### config.mk
export PLATFORM = sky130hd
export DESIGN_NAME = bram_port_arbiter
export DESIGN_NICKNAME = d
export VERILOG_FILES = /design/src/rtl/bram_port_arbiter.sv
export SDC_FILE = /design/constraint.sdc
export NUM_CORES = 1
export LEC_CHECK = 0
export CAP_MARGIN = 10
export CORE_AREA = 2 2 236 238
export DETAILED_ROUTE_END_ITERATION = 12
export DIE_AREA = 0 0 238 240
export PLACE_DENSITY = 0.32
export SLEW_MARGIN = 0
export SYNTH_ARGS = -nofsm -noshare
export SYNTH_HDL_FRONTEND = slang
export SYNTH_SLANG_ARGS = --single-unit
export TNS_END_PERCENT = 30
### constraint.sdc
create_clock -name S_AXI_ACLK -period 2.9 [get_ports S_AXI_ACLK]
set_input_delay 0.29 -clock S_AXI_ACLK [delete_from_list [all_inputs] [get_ports S_AXI_ACLK]]
set_output_delay 0.29 -clock S_AXI_ACLK [all_outputs]
set_load 0.05 [all_outputs]
### src/rtl/bram_port_arbiter.sv
`default_nettype none
// ============================================================================
// Module  : bram_port_arbiter
// Brief   : Burst-granular round-robin share of one BRAM port (ingest writes / fetch reads).
// Revision: 1.0
// ============================================================================
module bram_port_arbiter #(
  parameter int ADDR_W    = 14,
  parameter int DATA_W    = 128,
  parameter int RD_LAT    = 1,
  parameter int MAX_BEATS = 256
) (
  input  logic                  S_AXI_ACLK,
  input  logic                  S_AXI_ARESETN,
  input  logic [1:0]            req_i,
  output logic [1:0]            gnt_o,
  input  logic [1:0]            vld_i,
  input  logic [1:0]            last_i,
  input  logic [DATA_W/8-1:0]   we0_i,
  input  logic [ADDR_W-1:0]     addr0_i,
  input  logic [DATA_W-1:0]     wdata0_i,
  input  logic [ADDR_W-1:0]     addr1_i,
  output logic [DATA_W-1:0]     rdata1_o,
  output logic                  rvld1_o,
  output logic                  bram_clk,
  output logic                  bram_rst,
  output logic                  bram_en,
  output logic [DATA_W/8-1:0]   bram_we,
  output logic [ADDR_W-1:0]     bram_addr,
  output logic [DATA_W-1:0]     bram_dout,
  input  logic [DATA_W-1:0]     bram_din,
  output logic                  data_inserted,
  output logic                  wdog_err
);

  localparam int       c_STRB_W = DATA_W / 8;
  localparam bit [8:0] c_TC     = 9'(MAX_BEATS - 1);

  typedef enum logic [1:0] {
    S_IDLE = 2'd0,
    S_G0   = 2'd1,
    S_G1   = 2'd2,
    S_TURN = 2'd3
  } state_t;

  state_t            r_state;
  state_t            w_state_nxt;
  logic              r_rr_ptr;
  logic [8:0]        r_beat_cnt;
  logic              r_data_ins;
  logic              r_wdog_err;
  logic [RD_LAT-1:0] r_rd_pipe;

  logic              w_beat;
  logic              w_last;
  logic              w_tc;
  logic              w_rd_beat;

  // Beat qualification and next-state decode
  always_comb begin
    w_state_nxt = r_state;
    w_beat      = 1'b0;
    w_last      = 1'b0;
    w_tc        = 1'b0;
    case (r_state)
      S_IDLE: begin
        if (req_i == 2'b11)
          w_state_nxt = r_rr_ptr ? S_G1 : S_G0;
        else if (req_i[0])
          w_state_nxt = S_G0;
        else if (req_i[1])
          w_state_nxt = S_G1;
      end
      S_G0, S_G1: begin
        w_beat = (r_state == S_G0) ? vld_i[0] : vld_i[1];
        w_last = w_beat & ((r_state == S_G0) ? last_i[0] : last_i[1]);
        // A last beat landing on the terminal count is an ordinary completion
        w_tc   = w_beat & ~w_last & (r_beat_cnt == c_TC);
        if (w_last || w_tc)
          w_state_nxt = S_TURN;
      end
      S_TURN: w_state_nxt = S_IDLE;
      default: w_state_nxt = S_IDLE;
    endcase
  end

  always_ff @(posedge S_AXI_ACLK) begin
    if (!S_AXI_ARESETN) begin
      r_state    <= S_IDLE;
      r_rr_ptr   <= 1'b0;
      r_beat_cnt <= '0;
      r_data_ins <= 1'b0;
      r_wdog_err <= 1'b0;
    end else begin
      r_state <= w_state_nxt;
      if (r_state == S_IDLE)
        r_beat_cnt <= '0;
      else if (w_beat)
        r_beat_cnt <= r_beat_cnt + 9'd1;
      // Priority passes to the other requester after any release
      if (w_last || w_tc)
        r_rr_ptr <= (r_state == S_G0);
      r_data_ins <= (w_last || w_tc) && (r_state == S_G0);
      if (w_tc)
        r_wdog_err <= 1'b1;
    end
  end

  assign w_rd_beat = (r_state == S_G1) && vld_i[1];

  generate
    if (RD_LAT == 1) begin : g_pipe_lat1
      always_ff @(posedge S_AXI_ACLK) begin
        if (!S_AXI_ARESETN)
          r_rd_pipe <= '0;
        else
          r_rd_pipe <= w_rd_beat;
      end
    end else begin : g_pipe_shift
      always_ff @(posedge S_AXI_ACLK) begin
        if (!S_AXI_ARESETN)
          r_rd_pipe <= '0;
        else
          r_rd_pipe <= {r_rd_pipe[RD_LAT-2:0], w_rd_beat};
      end
    end
  endgenerate

  // BRAM port mux; idle and turnaround states leave the port quiet
  always_comb begin
    bram_en   = 1'b0;
    bram_we   = '0;
    bram_addr = '0;
    bram_dout = '0;
    case (r_state)
      S_G0: begin
        bram_en   = vld_i[0];
        bram_we   = vld_i[0] ? we0_i : {c_STRB_W{1'b0}};
        bram_addr = addr0_i;
        bram_dout = wdata0_i;
      end
      S_G1: begin
        bram_en   = vld_i[1];
        bram_addr = addr1_i;
      end
      default: ;
    endcase
  end

  assign gnt_o         = {r_state == S_G1, r_state == S_G0};
  assign rvld1_o       = r_rd_pipe[RD_LAT-1];
  assign rdata1_o      = bram_din;
  assign bram_clk      = S_AXI_ACLK;
  assign bram_rst      = ~S_AXI_ARESETN;
  assign data_inserted = r_data_ins;
  assign wdog_err      = r_wdog_err;

endmodule
`default_nettype wire

==> Word-level counts from Yosys, hierarchy flattened <==
Cells that the tools add are included.
{ "word_totals": {"regBits": 15, "input_bits": 308, "out_inout_bits": 294, "word_cells": 43} }
{ "classes": {"add_sub_neg": 1, "eq_ne": 7, "muxes": 16, "bitwise_logic": 5, "reduce_logical": 8} }
{ "op_table": {"columns": ["op", "n"], "rows": [
  ["$mux 128", 1],
  ["$mux 16", 2],
  ["$pmux 14 s2", 1],
  ["$mux 2", 5],
  ["$add 9x1->9 const B", 1],
  ["$eq 9x8->1 const B", 1],
  ["$eq 2x2->1 const B", 3],
  ["$pmux 2 s3", 1],
  ["$mux 1", 5],
  ["$ne 4x4->1 const B", 1],
  ["$reduce_or 2->1", 2],
  ["$and 1x1->1", 3],
  ["$eq 2x1->1 const B", 1],
  ["$logic_and 1x1->1", 2],
  ["$logic_not 2->1", 1],
  ["$logic_or 1x1->1", 2],
  ["$ne 2x2->1 const B", 1],
  ["$not 1->1", 2],
  ["$pmux 1 s2", 1],
  ["$reduce_and 2->1", 1]
]} }

==> Logic depth before layout (Yosys ltp) <==
{ "depth": {"ltp_word": 9, "ltp_mapped": 8, "mapped_depth_nobuf": 8} }

==> out/metrics.csv <==
metric;value;unit
outcome;finished, final reports clean;
r2r_slack;0.79;ns
dp_hpwl;14290;um
multi_input_area;1528;sq um
post-synth-top-count-cell;and2_1;
yosysUniqueCellTypes;37;
fin_tns_setup;0;ns
synth_top_family_by_area;simple AND/OR/NAND/NOR gates;
antenna_found_initial;0;
cts.hold.buffers_added;0;
yosys-top-cells-area;buf_4, and2_1, dfxtp_1;
p_per_area;765.1;nW/um^2
drc;0;
clock_skew;0.002218;ns
synth_mux_area_share;1.589;%
drv_slew;0;
ys_warn_count;0;
synth_cells;411;
cp-end-kind;primary output;
ios;602;
synth-compound-area-share;7.131;%
max-slew-margin-rel;62.46;%
routed_via_density;2.586;
core-area;54660;sq um
crit_start;S_AXI_ACLK;
synth_top_area_share;33.25;%
crit_type;clock port to primary output;
hold_violations;0;
required;2.61;ns
cpMostUsedCell;clkbuf_16;
finalWirelength;16930;um
synth_xor_area_share;1.804;%
cp.buffers_inverters;3;
holdWs;0.4838;ns
ant_nets;0;
syn2layout_area_growth;123.8;%
utilization;11.93;%
hp-class;flip-flop to flip-flop;
grt_pass1_wl;22190;um
synthFlopType;dfxtp_1;
p_leak;0.002353;uW
postCtsSetupRepairBufs;0;
endpoint;bram_clk;
synthArstFlopShare;0;%
overflow;0;
grt_max_degree;80;
synth_edf_count;0;
peakVddDrop;0.2786;mV
die_w;238;um
clkLatencyLatePin;0.36;ns
maxCapViolCount;0;
ys_ff_latch;15;
cp.depth;3;
worstMarginPinSlew;0.5614;ns
vias;3427;
crit_path_start_kind;clock port;
yosysSeqAreaShare;10.31;%
r2r-end;r_state[1]$_SDFFE_PN0P_;
synthTopCellsByCount;and2_1, buf_4, nor2_1;
drive_above_1_share;11.15;%
setup_viol;0;
io_buffers;345;
gr-usage-all-layers;5.292;%
crit_arrival;2.39;ns
critPathTopFamily;buffers and inverters;
initial_core_util;5.329;%
synthSimpleGateAreaFrac;38.92;%
fillCellCount;6318;
synth_area;2913;sq um
wire_per_inst;12.78;um
grt_pass1_vias;3587;
drtIter0Drc;55;
syn_nets;725;
firstDrtPassIters;4;
fin_nets;934;
reg2reg_from;r_state[0]$_SDFFE_PN0P_;
synth_adder_area_share;2.577;%
slowest_stage;clkdlybuf4s50_1;
cp_cell_sequence;clkbuf_16 -> clkbuf_16 -> clkdlybuf4s50_1;
path_clk_slew;0.05;ns
regArea;300.3;sq um
cts.repair.resized;0;
yosys.area.top_type;buf_4;
max_stage_delay;0.69;ns
die_y;240;um
rsz0062_at_grt;false;
gp_congestion;0.6400;
cts_tree;done;
syn-mean-instance-area;7.087;sq um
r2r.worst_path.cells;7;
die-area;57120;sq um
fp-row-count;86;
cp_max_fo;2;
tightest hold or removal path, cell delays in order, from the launching register on:
cell,delay [ns]
dfxtp_1,0.33
a31oi_1,0.05
nor2_1,0.07
logic make-up (layout without fill, tap and decap cells):
family / count (synthesis) / in the layout
and+or+nand+nor: 194 / 194
muxes: 4 / 4
DFF: 15 / 15
adders and majority gates: 6 / 6
buffers and inverters: 159 / 367
AOI/OAI and AO/OA: 27 / 27
xor gates and xnor gates: 6 / 6
other: 0 / 2
worst min path at each step:
stage / cells after the start / to / slack (ns) / from
floorplan: 2 / data_inserted$_SDFF_PN0_ / 0.41 / S_AXI_ARESETN
detailed placement: 2 / wdog_err$_SDFFE_PN0P_ / 0.48 / wdog_err$_SDFFE_PN0P_
finish: 2 / wdog_err$_SDFFE_PN0P_ / 0.48 / wdog_err$_SDFFE_PN0P_
global route: 2 / r_state[1]$_SDFFE_PN0P_ / 0.52 / r_state[1]$_SDFFE_PN0P_
global placement: 2 / r_beat_cnt[7]$_SDFFE_PP0P_ / 0.47 / r_beat_cnt[7]$_SDFFE_PP0P_
CTS: 2 / r_beat_cnt[7]$_SDFFE_PP0P_ / 0.49 / r_beat_cnt[7]$_SDFFE_PP0P_
flip-flops by register name (all words and copies together), names as in the netlist:
register,count
r_rr_ptr,1
r_state,2
wdog_err,1
rvld1_o,1
r_beat_cnt,9
data_inserted,1
metrics by stage:
step	power, uW	std cells	instance area [sq um]	setup WS, ns
2_1_floorplan	3361	411	2913	0.4229
3_3_place_gp	4623	1316	6360	0.4879
3_5_place_dp	4592	1316	6360	0.4879
4_1_cts	5102	1323	6515	0.2168
5_1_grt	5264	1323	6515	0.1516
6_report	4989	1325	6520	0.2242
power by group:
group	internal, uW	total [uW]	switching, uW
combinational	1500	4190	2690
clock	383	560	176
sequential	226	242	16.3
total	2110	4990	2880
placed cells by master (no fill, tap or decap), drive strengths merged:
cell type,synthesis,final
nand2b,2,2
diode,0,2
xnor2,1,1
a211oi,2,2
nand3,3,3
a31o,1,1
clkbuf,20,6
ha,6,6
and2,131,131
and3,19,19
a31oi,1,1
buf,133,56
nor3b,1,1
mux2,2,2
o211ai,2,2
dfxtp,15,15
mux2i,2,2
xor2,5,5
o211a,1,1
o21ai,1,1
or3,1,1
a22o,1,1
inv,5,5
a21oi,1,1
o21a,1,1
nand2,5,5
nor2,29,29
clkinv,1,2
clkdlybuf4s50,0,298
a22oi,15,15
nand4,3,3
o32ai,1,1
metal layers:
| layer | track usage, % | up-vias | share of wire (%) | wire [um] |
|---|---|---|---|---|
| met2 | 9.126 | 311 | 48 | 8049 |
| met4 | 3.674 | 0 | 6.6 | 1122 |
| met5 | 0 | - | 0 | 0 |
| met3 | 2.641 | 82 | 13 | 2202 |
| li1 | - | 1591 | - | - |
| met1 | 4.909 | 1443 | 33 | 5555 |
cell type report:
cell class / count / area share, %
clock inverter: 1 / 0.07676
antenna: 2 / 0.07676
inverter: 6 / 0.3454
tap: 704 / 13.51
multi-input combinational: 237 / 23.43
clock buffer: 7 / 2.456
sequential: 15 / 4.606
timing repair buffer: 353 / 55.50
Note: power is estimated with default switching activity, not from simulation.
